===== config.mk =====
export PLATFORM = sky130hd
export DESIGN_NAME = hs_burst_link
export DESIGN_NICKNAME = d
export VERILOG_FILES = /design/src/rtl/hs_burst_link.sv
export SDC_FILE = /design/constraint.sdc
export NUM_CORES = 1
export LEC_CHECK = 0
export CAP_MARGIN = 25
export CORE_MARGIN = 2
export CORE_UTILIZATION = 43
export CTS_BUF_LIST = sky130_fd_sc_hd__clkbuf_2
export CTS_CLUSTER_DIAMETER = 120
export CTS_CLUSTER_SIZE = 8
export DETAILED_ROUTE_END_ITERATION = 12
export GPL_ROUTABILITY_DRIVEN = 1
export HOLD_SLACK_MARGIN = 0.05
export PLACE_DENSITY = 0.71
export SYNTH_ARGS = -nofsm -noshare
export SYNTH_HDL_FRONTEND = slang
export SYNTH_SLANG_ARGS = --single-unit

===== constraint.sdc =====
create_clock -name clk -period 2 [get_ports clk]
set_input_delay 0.4 -clock clk [delete_from_list [all_inputs] [get_ports clk]]
set_output_delay 0.4 -clock clk [all_outputs]
set_load 0.005 [all_outputs]

===== src/rtl/hs_burst_link.sv =====
// Burst req/ack link: a master FSM streams BURST_LEN incrementing words to a slave FSM over a
// registered four-phase handshake. The slave delays its ack, captures each word and keeps a count and checksum.
module hs_burst_link #(
  parameter  int unsigned DATA_W    = 8,
  parameter  int unsigned BURST_LEN = 4,
  parameter  int unsigned ACK_DELAY = 0,
  localparam int unsigned CNT_W     = $clog2(BURST_LEN + 1)
) (
  input  logic              clk,
  input  logic              rst,
  input  logic              start,
  input  logic [DATA_W-1:0] base_data,
  output logic              busy,
  output logic              done,
  output logic              req,
  output logic              ack,
  output logic [DATA_W-1:0] data,
  output logic [DATA_W-1:0] last_word,
  output logic [CNT_W-1:0]  word_count,
  output logic [DATA_W-1:0] checksum
);

  localparam int unsigned IDX_W = (BURST_LEN > 1) ? $clog2(BURST_LEN) : 1;
  localparam int unsigned DLY_W = (ACK_DELAY > 1) ? $clog2(ACK_DELAY) : 1;
  localparam logic [IDX_W-1:0] LAST_IDX = IDX_W'(BURST_LEN - 1);
  localparam logic [DLY_W-1:0] DLY_LAST = (ACK_DELAY > 0) ? DLY_W'(ACK_DELAY - 1) : '0;

  typedef enum logic [1:0] {M_IDLE, M_REQ, M_WAIT, M_DONE} m_state_e;
  typedef enum logic [1:0] {S_IDLE, S_DLY, S_ACK} s_state_e;

  m_state_e          m_state_q, m_state_d;
  logic [IDX_W-1:0]  idx_q, idx_d;
  logic              req_q, req_d;
  logic [DATA_W-1:0] data_q, data_d;
  logic              busy_q, busy_d;
  logic              done_q, done_d;
  logic              accept;

  s_state_e          s_state_q, s_state_d;
  logic [DLY_W-1:0]  dly_q, dly_d;
  logic              ack_q, ack_d;
  logic [DATA_W-1:0] last_q, last_d;
  logic [CNT_W-1:0]  cnt_q, cnt_d;
  logic [DATA_W-1:0] ck_q, ck_d;
  logic              capture;

  always_ff @(posedge clk or negedge rst) begin
    if (!rst) begin
      m_state_q <= M_IDLE;
      idx_q     <= '0;
      req_q     <= 1'b0;
      data_q    <= '0;
      busy_q    <= 1'b0;
      done_q    <= 1'b0;
    end else begin
      m_state_q <= m_state_d;
      idx_q     <= idx_d;
      req_q     <= req_d;
      data_q    <= data_d;
      busy_q    <= busy_d;
      done_q    <= done_d;
    end
  end

  always_comb begin
    m_state_d = m_state_q;
    idx_d     = idx_q;
    req_d     = req_q;
    data_d    = data_q;
    busy_d    = busy_q;
    done_d    = 1'b0;
    accept    = 1'b0;
    case (m_state_q)
      M_IDLE: begin
        busy_d = 1'b0;
        if (start) begin
          accept    = 1'b1;
          idx_d     = '0;
          data_d    = base_data;
          req_d     = 1'b1;
          busy_d    = 1'b1;
          m_state_d = M_REQ;
        end
      end
      M_REQ: begin
        if (ack_q) begin
          req_d     = 1'b0;
          m_state_d = M_WAIT;
        end
      end
      M_WAIT: begin
        if (!ack_q) begin
          if (idx_q != LAST_IDX) begin
            // Next word is the running data register plus one, so base_data need not be kept.
            idx_d     = idx_q + IDX_W'(1);
            data_d    = data_q + DATA_W'(1);
            req_d     = 1'b1;
            m_state_d = M_REQ;
          end else begin
            done_d    = 1'b1;
            m_state_d = M_DONE;
          end
        end
      end
      M_DONE: begin
        busy_d    = 1'b0;
        m_state_d = M_IDLE;
      end
      default: m_state_d = M_IDLE;
    endcase
  end

  always_ff @(posedge clk or negedge rst) begin
    if (!rst) begin
      s_state_q <= S_IDLE;
      dly_q     <= '0;
      ack_q     <= 1'b0;
      last_q    <= '0;
      cnt_q     <= '0;
      ck_q      <= '0;
    end else begin
      s_state_q <= s_state_d;
      dly_q     <= dly_d;
      ack_q     <= ack_d;
      last_q    <= last_d;
      cnt_q     <= cnt_d;
      ck_q      <= ck_d;
    end
  end

  always_comb begin
    s_state_d = s_state_q;
    dly_d     = dly_q;
    ack_d     = ack_q;
    last_d    = last_q;
    cnt_d     = cnt_q;
    ck_d      = ck_q;
    capture   = 1'b0;
    // Acceptance only happens with the master idle, so it never collides with a capture.
    if (accept) begin
      cnt_d = '0;
      ck_d  = '0;
    end
    case (s_state_q)
      S_IDLE: begin
        ack_d = 1'b0;
        if (req_q) begin
          if (ACK_DELAY == 0) begin
            capture = 1'b1;
          end else begin
            dly_d     = '0;
            s_state_d = S_DLY;
          end
        end
      end
      S_DLY: begin
        if (dly_q == DLY_LAST) capture = 1'b1;
        else                   dly_d   = dly_q + DLY_W'(1);
      end
      S_ACK: begin
        if (!req_q) begin
          ack_d     = 1'b0;
          s_state_d = S_IDLE;
        end
      end
      default: s_state_d = S_IDLE;
    endcase
    if (capture) begin
      ack_d     = 1'b1;
      last_d    = data_q;
      cnt_d     = cnt_q + CNT_W'(1);
      ck_d      = ck_q ^ data_q;
      s_state_d = S_ACK;
    end
  end

  assign busy       = busy_q;
  assign done       = done_q;
  assign req        = req_q;
  assign ack        = ack_q;
  assign data       = data_q;
  assign last_word  = last_q;
  assign word_count = cnt_q;
  assign checksum   = ck_q;

endmodule


After elaboration in Yosys (flattened, before gate mapping)
Index checks and enable logic that the tools add are counted.
{"block": "totals", "wordCells": 80, "register_bits": 38, "inputBits": 11, "output_inout_bits": 31}
{"block": "op_classes", "n_eq_ne": 12, "n_addsub": 4, "n_reduce_logical": 13, "n_bitwise": 1, "muxes": 38}
{"cell": "$mux W8", "count": 5}
{"cell": "$mux W2", "count": 9}
{"cell": "$pmux W8 S2", "count": 1}
{"cell": "$mux W1", "count": 14}
{"cell": "$ne A2 B2 Y1 const B", "count": 5}
{"cell": "$add A8 B1 Y8 const B", "count": 1}
{"cell": "$pmux W2 S2", "count": 2}
{"cell": "$pmux W2 S4", "count": 1}
{"cell": "$xor A8 B8 Y8", "count": 1}
{"cell": "$eq A2 B2 Y1 const B", "count": 3}
{"cell": "$mux W3", "count": 2}
{"cell": "$pmux W1 S2", "count": 3}
{"cell": "$reduce_bool A2 Y1", "count": 3}
{"cell": "$reduce_bool A3 Y1", "count": 2}
{"cell": "$reduce_and A5 Y1", "count": 1}
{"cell": "$eq A2 B1 Y1 const B", "count": 2}
{"cell": "$logic_not A2 Y1", "count": 2}
{"cell": "$reduce_and A2 Y1", "count": 2}
{"cell": "$reduce_and A4 Y1", "count": 1}
{"cell": "$add A3 B1 Y3 const B", "count": 1}
{"cell": "$ne A3 B3 Y1 const B", "count": 1}
{"cell": "$pmux W1 S3", "count": 1}
{"cell": "$reduce_and A3 Y1", "count": 1}
{"cell": "$add A2 B1 Y2 const B", "count": 1}
{"cell": "other kinds (3)", "count": 3}

Depth between registers and ports, before layout
Gate-level depths: netlist of the first run.
{"block": "depth", "word_depth": 4, "mapped_depth": 7, "mapped_depth_nobuf": 6}

Worst setup path after synthesis of the first run
OpenSTA, ideal clock, no wires.
{"block": "synth_timing", "path_type": "flip-flop to flip-flop", "startpoint": "register m_state_q[0]", "endpoint": "register data_q[5] (netlist: data[5])", "arrival_time_ns": 1.499, "path_buffers": 1, "setup_slack_ns": 0.374, "setup_ns": 0.127, "stages_incl_launch_ff": 8, "synth_period_minus_slack_ns": 1.626, "required_ns": 1.873, "cell_sequence": "dfrtp_1 > inv_1 > ha_1 > a2bb2oi_2 > nand3_2 > buf_2 > nor3_1 > nor3_2"}
{"block": "synth_via", "elab_chain_cells": 3, "word_cells_on_any_way": 8, "cone_classes": "eq/ne: 4; mux: 1; reduce/logical: 3"}
{"element": "from (decl)", "line": "31", "rtl": "m_state_e m_state_q, m_state_d;"}
{"element": "from (signal assigned)", "line": "56", "rtl": "m_state_q <= m_state_d;"}
{"element": "$eq A2 B2 Y1 or $logic_not A2 Y1 (tied branches)", "line": "73", "rtl": "case (m_state_q)"}
{"element": "$ne A2 B2 Y1 (no source line) or $reduce_bool A2 Y1 (tied branches)"}
{"element": "$reduce_and A4 Y1 (no source line)"}
{"element": "to (signal assigned)", "line": "59", "rtl": "data_q <= data_d;"}
{"element": "to (decl)", "line": "34", "rtl": "logic [DATA_W-1:0] data_q, data_d;"}
Several ways; a longest one is shown, not always the timed one.
A chain may end at the register's enable or synchronous reset.

Final worst setup path of the first run
{"block": "layout_timing", "startpoint": "register data_q[4] (netlist: data[4])", "endpoint": "output port data[4]"}
{"element": "to (decl)", "line": "17", "rtl": "output logic [DATA_W-1:0] data,"}
No word-level cell between the ends.

==> reports/metrics.csv, run 1 <==
metric;value;unit
quantity of hold-fixing buffers added after cts;0;
biggest cell delay along the critical path;560;ps
synthesized net count;199;
Final Cell Area;0.00230;sq mm
worst setup slack after placement;87.2;ps
global-route wire length before repair;5830;microns
share of the yosys chip area belonging to registers;0.509;
final clock period utilization by the worst path;0.927;
diodes inserted;0;
Area growth, synth to finish;29.8;%
RR Endpoint;data[4]$_DFFE_PN0P_;
Yosys warning count;0;
Worst Setup Start Kind;flip-flop;
reg2reg setup slack;150;ps
class of the most critical hold timing path;primary input to asynchronous set/reset pin;
cell type group with the largest total delay on the critical path;buffers and inverters;
startpoint-to-endpoint class of the critical path;flip-flop to output pin;
CP Depth;1;
#FFs+latches synth;36;
Power per Cell Area;530;mW/mm^2
fraction of the mapped netlist area in compound gates;0.142;
worst slew pin tran;447;ps
area of combinational cells with multiple inputs;786;sq um
launch point of the critical path;data[4]$_DFFE_PN0P_;
list of cells traversed by the critical path;clkdlybuf4s50_1;
standard-cell rows;23;
Synth Area in XOR/XNOR;0.00495;
# DRC;0;
DRT iter0 DRCs;111;
detailed-placement wirelength estimate;2570;microns
highest clock frequency the design can meet;539;MHz
Synth Cell Area;0.00177;sq mm
synth unique cells;36;
largest net degree at the start of global routing;37;
critical path's slowest cell;clkdlybuf4s50_1;
floorplan die height;68.2;microns
kind of capture point of the worst setup path;output pin;
area share of and/or/nand/nor cells after synthesis;0.189;
clock tree root buffer cell;clkbuf_2;
Register-to-Register Path Depth;6;
final weighted congestion in routability-driven placement;0.767;
Starting Density;0.446;
Resized Gates After CTS;0;
setup fix buffers added after clock tree synthesis;0;
setup violation total in the final timing report;0;
IR Drop Worst-Case VDD;0.000522;V
dominant combinational cell family by area after synthesis;simple AND/OR/NAND/NOR gates;
count of TritonRoute iterations in the first routing pass;4;
horizontal extent of the die;68.2;microns
area of the die;0.00465;sq mm
Crit Reg-Reg Startpoint;m_state_q[0]$_DFFE_PN0P_;
worst slew margin relative to its limit;0.702;
remaining antenna violation count;0;
Clock Path Buffers;2;
wirelength, routed;3490;microns
final total negative setup slack;0;ps
Slew Limit Fails;0;
mux cell area share after synthesis;0.0297;
RSZ-0062 raised after global routing;no;
Avg WL per Cell;12.8;microns
Ports;42;
static leakage power;1.02;nW
layout net count;244;
Final WS setup;146;ps
via count;1370;
Setup Skew;12.1;ps
count of max-cap constraint violations;0;
maximum level of the CTS H-tree;2;
result of the run;completed;
WP data arrival;1450;ps
total CTS buffers;5;
Mapped Cells;177;
initial antenna violation count;0;
CTS tree;yes;
adder-cell share of the synthesized area;0.0777;
routed via count divided by cell count;5.02;
fill cell count;359;
worst path buffer plus inverter count;1;
fraction of final layout cells sized beyond drive strength 1;0.0987;
area of the core;0.00397;sq mm
grt total ovfl;0;
shortest clock period the worst path allows after layout;1850;ps
count of buffers from port buffering;41;
register area;901;sq um
Hold Violations, Final;0;
total global routing track utilization;0.175;
clock transition at the register clock pins on the worst setup and hold paths after CTS;190;ps
total clock sinks;36;
data required time of the worst path;1600;ps
mean instance size in the synthesized netlist;10.0;sq um
CP Max Fanout;8;
Placed Area;0.00223;sq mm
number of global-route vias before repair;1240;
later-pin clock latency in the skew report;390;ps
through the flow:
| step | util | power [W] | hold slack, ps | std cells |
|---|---|---|---|---|
| floorplan | - | 0.000746 | 104 | 177 |
| global placement | 0.563 | 0.000783 | 459 | 265 |
| detailed placement | 0.563 | 0.000783 | 473 | 265 |
| CTS | 0.578 | 0.00123 | 397 | 273 |
| global route | 0.578 | 0.00126 | 415 | 273 |
| finish | 0.578 | 0.00122 | 392 | 273 |
Yosys cell counts:
| cell | count | share of area |
|---|---|---|
| dfrtp_1 | 36 | 0.51 |
| nand2_1 | 25 | 0.053 |
| o21ai_0 | 24 | 0.068 |
| nand3_1 | 13 | 0.037 |
| inv_1 | 12 | 0.025 |
| ha_1 | 11 | 0.078 |
| a21oi_1 | 5 | 0.014 |
| nor3_1 | 4 | 0.011 |
| clkbuf_1 | 3 | 0.0064 |
| mux2i_1 | 3 | 0.017 |
| nand2b_1 | 3 | 0.011 |
| nor2_1 | 3 | 0.0064 |
| a2bb2oi_1 | 2 | 0.0099 |
| a2bb2oi_2 | 2 | 0.017 |
| and2_1 | 2 | 0.0071 |
| and3_1 | 2 | 0.0071 |
| and4_1 | 2 | 0.0099 |
| mux2_2 | 2 | 0.013 |
| nor3_2 | 2 | 0.011 |
| o21ai_1 | 2 | 0.0057 |
| o22ai_1 | 2 | 0.0071 |
| o31ai_1 | 2 | 0.0085 |
| or2_2 | 2 | 0.0071 |
| a211oi_2 | 1 | 0.0071 |
| and2b_2 | 1 | 0.0049 |
| buf_1 | 1 | 0.0021 |
| buf_2 | 1 | 0.0028 |
| buf_4 | 1 | 0.0042 |
| buf_6 | 1 | 0.0064 |
| nand3_2 | 1 | 0.0057 |
| nand4_1 | 1 | 0.0035 |
| nor2b_1 | 1 | 0.0035 |
| nor3b_2 | 1 | 0.0071 |
| o22a_1 | 1 | 0.0049 |
| or2b_1 | 1 | 0.0042 |
| xnor2_1 | 1 | 0.0049 |
worst max path at each step:
| stage | endpoint | slack [ps] |
|---|---|---|
| floorplan | data[5]$_DFFE_PN0P_ | 370 |
| global placement | data[4]$_DFFE_PN0P_ | 150 |
| detailed placement | data[4]$_DFFE_PN0P_ | 90 |
| CTS | data[2] | 130 |
| global route | data[6]$_DFFE_PN0P_ | 30 |
| finish | data[4] | 150 |
cells by family (layout without fill, tap and decap cells):
group,Yosys count,after routing
and+or+nand+nor,64,64
AOI/OAI and AO/OA,41,41
DFF,36,36
buffers and inverters,19,65
adders and majority gates,11,11
muxes,5,5
xor gates and xnor gates,1,1
sequential cells by signal (all words and copies together) (netlist names), 2 cells and up:
signal,count
idx_q,2
checksum,8
last_word,8
m_state_q,2
word_count,3
data,8
cell usage in the layout, fill, tap and decap left out, types with 3 or more instances in the layout:
master / Yosys / final
clkdlybuf4s50_1: 0 / 41
dfrtp_1: 36 / 36
nand2_1: 25 / 25
o21ai_0: 24 / 24
nand3_1: 13 / 13
inv_1: 12 / 12
ha_1: 11 / 11
a21oi_1: 5 / 5
clkbuf_2: 0 / 5
nor3_1: 4 / 4
buf_4: 1 / 4
nor2_1: 3 / 3
nand2b_1: 3 / 3
mux2i_1: 3 / 3
layer usage:
layer	track usage	vias up	part of all wire
li1	-	706	-
met1	0.239	625	0.50
met2	0.257	33	0.45
met3	0.0345	6	0.033
met4	0.100	0	0.024
met5	0	-	0
final cells by class:
| cell class | instances | share of cell area |
|---|---|---|
| clock inverters | 3 | 0.0163 |
| inverters | 12 | 0.0196 |
| repair buffers | 45 | 0.192 |
| well taps | 50 | 0.0272 |
| multi-input cells | 122 | 0.342 |
| flip-flops and latches | 36 | 0.392 |
| clock buffers | 5 | 0.0109 |
report_power, final:
part | switching, W | internal, W | total, W | leakage [nW]
combinational | 0.0000191 | 0.0000211 | 0.0000401 | 0.536
clock | 0.000246 | 0.000204 | 0.000449 | 0.0380
sequential | 0 | 0.000729 | 0.000729 | 0.446
Note: power is estimated with default switching activity, not from simulation.
==> inputs of run 2 (changes only) <==
Clock period 2 ns to 2.3 ns, I/O delays scaled along.
==> reports/metrics.csv, run 2 (same netlist as run 1, synthesis figures left out) <==
metric;value;unit;change
biggest cell delay along the critical path;440;ps;-120 ps
RSZ-0062 raised after global routing;no;;
diodes inserted;0;;unchanged
commonest cells after routing, fill and taps aside;41 x clkdlybuf4s50_1, 36 x dfrtp_1, 25 x nand2_1;;
Clock Path Buffers;2;;unchanged
count of max-cap constraint violations;0;;unchanged
initial antenna violation count;0;;unchanged
clock transition at the register clock pins on the worst setup and hold paths after CTS;190;ps;about the same
# DRC;0;;unchanged
count of buffers from port buffering;41;;unchanged
area of the core;0.00397;sq mm;unchanged
final clock period utilization by the worst path;0.826;;
Power per Cell Area;423;mW/mm^2;-20%
IR Drop Worst-Case VDD;0.000251;V;-52%
setup fix buffers added after clock tree synthesis;0;;unchanged
total global routing track utilization;0.168;;-0.00641
global-route wire length before repair;5780;microns;-0.94%
later-pin clock latency in the skew report;380;ps;about the same
CP Max Fanout;15;;+7
largest net degree at the start of global routing;37;;unchanged
Starting Density;0.446;;unchanged
DRT iter0 DRCs;65;;-41%
standard-cell rows;23;;unchanged
critical path's slowest cell;dfrtp_1;;
final weighted congestion in routability-driven placement;0.771;;+0.46%
remaining antenna violation count;0;;unchanged
most frequent standard cell in the layout excluding fill and tap cells;clkdlybuf4s50_1;;
routed via count divided by cell count;5.05;;+0.66%
WP data arrival;2190;ps;+740 ps
final total negative setup slack;0;ps;unchanged
Avg WL per Cell;12.8;microns;-0.24%
maximum level of the CTS H-tree;2;;unchanged
worst slew pin tran;698;ps;+251 ps
number of global-route vias before repair;1271;;+2.5%
Area growth, synth to finish;27.8;%;
data required time of the worst path;2590;ps;+990 ps
Ports;42;;unchanged
fraction of final layout cells sized beyond drive strength 1;0.0995;;+0.000893
grt total ovfl;0;;unchanged
worst path buffer plus inverter count;1;;unchanged
worst slew margin relative to its limit;0.535;;-0.167
Hold Violations, Final;0;;unchanged
total CTS buffers;5;;unchanged
floorplan die height;68.2;microns;unchanged
Slew Limit Fails;0;;unchanged
detailed-placement wirelength estimate;2490;microns;-3.1%
class of the most critical hold timing path;primary input to asynchronous set/reset pin;;
list of cells traversed by the critical path;inv_1 > ha_1 > a2bb2oi_2 > nand3_2 > o21ai_0 > a211oi_2;;
kind of capture point of the worst setup path;flip-flop;;
Worst Setup Start Kind;flip-flop;;
area of the die;0.00465;sq mm;unchanged
setup violation total in the final timing report;0;;unchanged
layout net count;242;;-0.82%
startpoint-to-endpoint class of the critical path;flip-flop to flip-flop;;
quantity of hold-fixing buffers added after cts;0;;unchanged
horizontal extent of the die;68.2;microns;unchanged
cell type group with the largest total delay on the critical path;compound AO/OA/AOI/OAI gates;;
CTS tree;yes;;
via count;1369;;-0.073%
result of the run;completed;;
static leakage power;1.00;nW;-1.6%
Resized Gates After CTS;0;;unchanged
highest clock frequency the design can meet;526;MHz;
Setup Skew;18.5;ps;+6.37 ps
total clock sinks;36;;unchanged
worst hold slack after final layout;458;ps;+66.1 ps
wirelength, routed;3460;microns;-0.97%
shortest clock period the worst path allows after layout;1900;ps;
clock tree root buffer cell;clkbuf_2;;
count of TritonRoute iterations in the first routing pass;4;;unchanged
-- run 2: cell count changes in the layout (fill, tap and decap cells not counted) --
cell,previous run,this run
clkinv_1,2,0
clkinv_2,0,2
clkinv_4,0,1
buf_4,4,2
bufinv_16,1,0
-- run 2: metrics by stage --
stage | setup WS (ps) | utilization | std cells | total power, W | instance area (sq um)
3_5_place_dp | 377 | 0.559 | 263 | 0.000681 | 2220
3_3_place_gp | 395 | 0.559 | 263 | 0.000681 | 2220
5_1_grt | 184 | 0.570 | 271 | 0.00101 | 2260
6_report | 399 | 0.570 | 271 | 0.000958 | 2260
2_1_floorplan | 674 | - | 177 | 0.000649 | 1770
4_1_cts | 362 | 0.570 | 271 | 0.000974 | 2260
-- run 2: worst reg2reg max path: cells and delay by family, from the launching register on --
family,cells,cell delay [ps]
compound gates,3,600
fa+ha+maj,1,350
buf+inv,1,170
flops,1,440
simple gates,1,260
-- run 2: area by class of cell --
| cell class | count | area [sq um] |
|---|---|---|
| Clock buffer | 5 | 25.0 |
| Clock inverter | 3 | 18.8 |
| Fill cell | 361 | 1710 |
| Inverter | 12 | 45.0 |
| Multi-Input combinational cell | 122 | 786 |
| Sequential cell | 36 | 901 |
| Tap cell | 50 | 62.6 |
| Timing Repair Buffer | 43 | 425 |
-- run 2: worst paths after layout --
kind | from | end | slack (ps) | depth (start not counted)
worst max-delay path | m_state_q[0]$_DFFE_PN0P_ | data[4]$_DFFE_PN0P_ | 400 | 6
worst min-delay path | rst | idx_q[1]$_DFFE_PN0P_ | 460 | 2
worst max register to register | m_state_q[0]$_DFFE_PN0P_ | data[4]$_DFFE_PN0P_ | 400 | 6
worst min register to register | idx_q[1]$_DFFE_PN0P_ | idx_q[1]$_DFFE_PN0P_ | 500 | 2
max in group asynchronous | rst | req$_DFFE_PN0P_ | 1500 | 2
min in group clk | idx_q[1]$_DFFE_PN0P_ | idx_q[1]$_DFFE_PN0P_ | 500 | 2
-- run 2: where the power goes --
group          total (W)  switching (W)  internal, W  leakage (nW)
Combinational  0.0000353      0.0000170    0.0000183         0.525
Sequential      0.000634              0     0.000634         0.446
Clock           0.000289       0.000215    0.0000735        0.0327
-- run 2: per-layer routing --
layer | global-route usage | part of all wire | up-vias
li1 | - | - | 697
met1 | 0.229 | 0.50 | 633
met2 | 0.255 | 0.44 | 32
met3 | 0.0444 | 0.038 | 7
met4 | 0.0700 | 0.023 | 0
met5 | 0 | 0 | -
